[src/rtl/word_bit_transmitter.sv]
// rtl/word_bit_transmitter.sv - serialises a parallel word onto a 1-bit line with start, parity and stop bits
module word_bit_transmitter #(
    parameter int WORD_WIDTH   = 32,
    parameter int CLKS_PER_BIT = 4,
    parameter int PARITY_EN    = 1,
    parameter int STOP_BITS    = 1
) (
    input  logic                  clk,
    input  logic                  reset,
    input  logic                  in_valid,
    output logic                  in_ready,
    input  logic [WORD_WIDTH-1:0] in_data,
    output logic                  out_bit,
    output logic                  busy,
    output logic                  done
);

    localparam int CNT_W = (CLKS_PER_BIT > 1) ? $clog2(CLKS_PER_BIT) : 1;
    localparam int IDX_W = (WORD_WIDTH > 1) ? $clog2(WORD_WIDTH) : 1;
    localparam logic [CNT_W-1:0] CNT_LAST  = CNT_W'(CLKS_PER_BIT - 1);
    localparam logic [IDX_W-1:0] IDX_LAST  = IDX_W'(WORD_WIDTH - 1);
    localparam logic             STOP_LAST = (STOP_BITS > 1);

    typedef enum logic [7:0] {
        IDLE   = 8'd0,
        START  = 8'd1,
        DATA   = 8'd2,
        PARITY = 8'd3,
        STOP   = 8'd4
    } state_e;

    state_e                  state_q, state_d;
    logic [CNT_W-1:0]        cnt_q, cnt_d;
    logic [IDX_W-1:0]        bit_idx_q, bit_idx_d;
    logic [WORD_WIDTH-1:0]   shift_q, shift_d;
    logic                    par_q, par_d;
    logic                    stop_idx_q, stop_idx_d;
    logic                    out_bit_q, out_bit_d;
    logic                    done_q, done_d;
    logic                    in_ready_q, in_ready_d;
    logic                    busy_q, busy_d;

    logic                    bit_end;
    logic                    accept;

    assign bit_end = (cnt_q == CNT_LAST);
    assign accept  = (state_q == IDLE) && in_valid && in_ready_q;

    // Next-state and next-output decode; outputs are derived from the next
    // state so the registered line changes on the same edge as the state.
    always_comb begin
        state_d    = state_q;
        cnt_d      = cnt_q;
        bit_idx_d  = bit_idx_q;
        shift_d    = shift_q;
        par_d      = par_q;
        stop_idx_d = stop_idx_q;

        case (state_q)
            IDLE: begin
                if (accept) begin
                    shift_d    = in_data;
                    par_d      = ^in_data;
                    state_d    = START;
                    cnt_d      = '0;
                    bit_idx_d  = '0;
                    stop_idx_d = 1'b0;
                end
            end
            START: begin
                if (bit_end) begin
                    state_d = DATA;
                    cnt_d   = '0;
                end else begin
                    cnt_d = cnt_q + CNT_W'(1);
                end
            end
            DATA: begin
                if (bit_end) begin
                    cnt_d   = '0;
                    shift_d = shift_q >> 1;
                    if (bit_idx_q == IDX_LAST) begin
                        bit_idx_d = '0;
                        state_d   = (PARITY_EN != 0) ? PARITY : STOP;
                    end else begin
                        bit_idx_d = bit_idx_q + IDX_W'(1);
                    end
                end else begin
                    cnt_d = cnt_q + CNT_W'(1);
                end
            end
            PARITY: begin
                if (bit_end) begin
                    state_d = STOP;
                    cnt_d   = '0;
                end else begin
                    cnt_d = cnt_q + CNT_W'(1);
                end
            end
            STOP: begin
                if (bit_end) begin
                    cnt_d = '0;
                    if (stop_idx_q == STOP_LAST) begin
                        state_d    = IDLE;
                        stop_idx_d = 1'b0;
                    end else begin
                        stop_idx_d = 1'b1;
                    end
                end else begin
                    cnt_d = cnt_q + CNT_W'(1);
                end
            end
            default: begin
                state_d = IDLE;
                cnt_d   = '0;
            end
        endcase

        case (state_d)
            START:   out_bit_d = 1'b0;
            DATA:    out_bit_d = shift_d[0];
            PARITY:  out_bit_d = par_d;
            default: out_bit_d = 1'b1;
        endcase

        done_d     = (state_d == STOP) && (cnt_d == CNT_LAST) && (stop_idx_d == STOP_LAST);
        in_ready_d = (state_d == IDLE);
        busy_d     = (state_d != IDLE);
    end

    // State and output registers; async reset drops the line back to idle at once.
    always_ff @(posedge clk or negedge reset) begin
        if (!reset) begin
            state_q    <= IDLE;
            cnt_q      <= '0;
            bit_idx_q  <= '0;
            shift_q    <= '0;
            par_q      <= 1'b0;
            stop_idx_q <= 1'b0;
            out_bit_q  <= 1'b1;
            done_q     <= 1'b0;
            in_ready_q <= 1'b1;
            busy_q     <= 1'b0;
        end else begin
            state_q    <= state_d;
            cnt_q      <= cnt_d;
            bit_idx_q  <= bit_idx_d;
            shift_q    <= shift_d;
            par_q      <= par_d;
            stop_idx_q <= stop_idx_d;
            out_bit_q  <= out_bit_d;
            done_q     <= done_d;
            in_ready_q <= in_ready_d;
            busy_q     <= busy_d;
        end
    end

    assign out_bit  = out_bit_q;
    assign done     = done_q;
    assign in_ready = in_ready_q;
    assign busy     = busy_q;

endmodule
[config.mk]
export PLATFORM = sky130hd
export DESIGN_NAME = word_bit_transmitter
export DESIGN_NICKNAME = d
export VERILOG_FILES = /design/src/rtl/word_bit_transmitter.sv
export SDC_FILE = /design/constraint.sdc
export NUM_CORES = 1
export LEC_CHECK = 0
export CAP_MARGIN = 5
export CORE_AREA = 8 8 101 103
export CTS_BUF_LIST = sky130_fd_sc_hd__clkbuf_2 sky130_fd_sc_hd__clkbuf_4 sky130_fd_sc_hd__clkbuf_8
export CTS_CLUSTER_SIZE = 24
export DETAILED_ROUTE_END_ITERATION = 16
export DIE_AREA = 0 0 109 111
export PLACE_DENSITY_LB_ADDON = 0.15
export SLEW_MARGIN = 30
export SYNTH_ARGS = -nofsm -noshare
export SYNTH_HDL_FRONTEND = slang
export SYNTH_SLANG_ARGS = --single-unit
[constraint.sdc]
create_clock -name clk -period 2.4 [get_ports clk]
set_input_delay 0.72 -clock clk [delete_from_list [all_inputs] [get_ports clk]]
set_output_delay 0.72 -clock clk [all_outputs]
set_load 0.03 [all_outputs]
==> results.py <==
metrics = {
    "worst_setup_path": {
        "reg2regPathDepth": 9,
        "crit_family": "buffers and inverters",
        "crit_path_start_kind": "register",
        "arrival_ps": 1530,
        "required_ps": 1680,
        "path_cells": "clkdlybuf4s50_1",
        "crit_slowest_cell": "clkdlybuf4s50_1",
        "crit_type": "register to output pin",
        "critPathMaxFanout": 3,
        "critical_path_buf_inv_count": 1,
        "cp.depth": 1,
        "endpoint_kind": "output pin",
        "max_stage_delay_ps": 670,
    },
    "job": {
        "maxCapViolCount": 0,
    },
    "cells_and_area": {
        "final_area_mm2": 0.00328,
        "final_util_pct": 38.4,
        "regArea_mm2": 0.00133,
        "area_growth_pct": 27.6,
        "nets": 345,
        "diodes": 0,
        "fin_cells": 416,
        "num-fill-cells": 857,
        "multi_input_area_mm2": 0.00119,
        "drive_above_1_share_pct": 7.79,
        "final_cell_mix": "70 x nand2_1, 51 x dfrtp_1, 37 x clkdlybuf4s50_1",
        "final_common_cell": "nand2_1",
    },
    "clock_network": {
        "insertion_delay_ps": 310,
        "cts-root-buf": "clkbuf_8",
        "clkTransAtPathRegs_ps": 90,
        "clockBufferDepth": 2,
        "numCtsBuffers": 5,
        "cts_resized": 0,
        "htree_levels": 2,
        "hold_buffers": 0,
        "postCtsSetupBuffers": 0,
        "clock_sinks": 53,
        "cts_tree": "yes",
    },
    "run_status": {
        "outcome": "finished clean",
    },
    "floorplan": {
        "core_mm2": 0.00855,
        "dieArea_mm2": 0.0121,
        "die_y_um": 111,
        "ioPinCount": 39,
        "core.rowCount": 34,
        "start_util_pct": 30.1,
        "dieWidth_um": 109,
    },
    "synth": {
        "synth.cell_area_mm2": 0.00257,
        "yosysUniqueCellTypes": 34,
        "yosysSeqAreaShare_pct": 51.7,
        "synth_cells": 263,
        "syn_area_per_cell_um2": 9.77,
        "ys_seq_elements": 53,
        "yosys_warnings": 0,
    },
    "placed_design": {
        "pre_cts_slack_ps": 48.3,
        "dp_cells": 408,
        "portBuffers": 38,
        "gp_congestion": 0.745,
        "place_area_mm2": 0.00315,
        "hpwl_um": 4070,
    },
    "route": {
        "ant_nets": 0,
        "wl_per_cell_um": 14.0,
        "first_pass_iters": 4,
        "vias": 1956,
        "dr.first_iter.drc_count": 137,
        "drcViolationCount": 0,
        "totalWireLength_um": 5810,
        "routed_via_density": 4.70,
    },
    "timing": {
        "setup_viol": 0,
        "rsz0062_at_grt": "no",
        "max_freq_ghz": 0.445,
        "final_max_slew_viol_count": 0,
        "period_needed_ps": 2250,
        "hold_viol": 0,
        "clock_skew_ps": 8.71,
        "fin_ws_ps": 154,
        "fin_crit_sh_pct": 93.6,
    },
    "worst_hold_path": {
        "hold_path.class": "input port to asynchronous set/reset pin",
    },
    "power_and_ir_drop": {
        "p_leak_nw": 1.46,
        "p_per_area_mw_per_mm2": 675,
        "ir_drop_mv": 0.289,
    },
    "grt": {
        "grt_pass1_vias": 1969,
        "track_usage_pct": 10.1,
        "grt_pass1_wl_um": 9900,
        "antenna_found_initial": 0,
        "grt_max_degree": 54,
        "globalRoute.totalOverflow": 0,
    },
}
-- through the flow --
step | power, W | hold WS [ps] | TNS (ps)
floorplan | 0.00136 | 424 | 0
global placement | 0.00151 | 479 | -4.08
detailed placement | 0.00152 | 486 | 0
CTS | 0.00224 | 399 | 0
global route | 0.00235 | 395 | 0
finish | 0.00221 | 390 | 0
-- report_power, final --
group	leakage, nW	total, W	internal (W)	switching (W)
logic	0.709	0.000399	0.000227	0.000172
clock network	0.0681	0.000718	0.000414	0.000304
registers	0.680	0.00110	0.00102	0.0000771
-- sequential cells by signal (all words and copies together), names as in the netlist --
name,flops
bit_idx_q,5
done,1
stop_idx_q,1
shift_q,32
par_q,1
in_ready,1
state_q,8
cnt_q,2
out_bit,1
busy,1
-- layout make-up --
cell class	instances	share of cell area (%)
flip-flops and latches	53	40.5
repair buffers	47	14.7
well taps	108	4.12
clock inverters	3	1.98
clock buffers	5	2.10
inverters	4	0.458
multi-input cells	196	36.2
-- routing by layer --
metal / track usage (%) / vias up / share of wire [%]
met5: 0 / - / 0
met4: 2.74 / 0 / 1.2
met3: 2.56 / 5 / 3.0
met2: 15.0 / 35 / 47
met1: 14.1 / 931 / 49
li1: - / 985 / -
-- synth_stat cells --
library cell	instances	area share (%)
o21bai_1	1	0.29
conb_1	1	0.15
o32ai_1	1	0.34
nand3_1	7	1.4
nor4b_2	1	0.58
nor2_1	7	1.0
ha_1	3	1.5
nand2_1	70	10
clkbuf_1	8	1.2
nor4b_4	1	0.92
o31ai_1	1	0.29
o21ai_0	7	1.4
nor3b_1	1	0.29
and3_1	1	0.24
o41ai_1	3	1.0
a21oi_1	3	0.58
or3_1	3	0.73
xnor2_1	27	9.2
nor3_1	4	0.78
dfstp_2	2	2.0
inv_1	4	0.58
o21ai_1	2	0.39
or4_1	1	0.29
nand3b_1	1	0.29
nor2b_1	4	0.97
xor2_1	5	1.7
o2111ai_1	1	0.34
a31oi_1	2	0.49
a22oi_1	30	8.8
dfrtp_1	51	50
buf_2	6	1.2
a22o_1	2	0.68
nand4b_1	1	0.34
nor2_2	1	0.24
-- cells by family (layout without fill, tap and decap cells) --
kind of cell,Yosys count,count (layout),share of synthesized area [%]
AO/OA/AOI/OAI,53,53,14.6
XOR/XNOR,32,32,10.9
adder cells (fa/ha/maj),3,3,1.46
buffers and inverters,18,59,2.92
flip-flops,53,53,51.7
other,1,5,0.146
AND/OR/NAND/NOR,103,103,18.3
-- final timing paths --
path	start	end	slack [ps]
worst min register to register	bit_idx_q[3]$_DFFE_PN0P_	bit_idx_q[3]$_DFFE_PN0P_	500
worst max register to register	bit_idx_q[0]$_DFFE_PN0P_	busy$_DFF_PN0_	200
min in group clk	bit_idx_q[3]$_DFFE_PN0P_	bit_idx_q[3]$_DFFE_PN0P_	500
worst min-delay path	reset	busy$_DFF_PN0_	390
max in group asynchronous	reset	in_ready$_DFF_PN1_	1730
worst max-delay path	in_ready$_DFF_PN1_	in_ready	150
(Power assumes the default switching activity.)
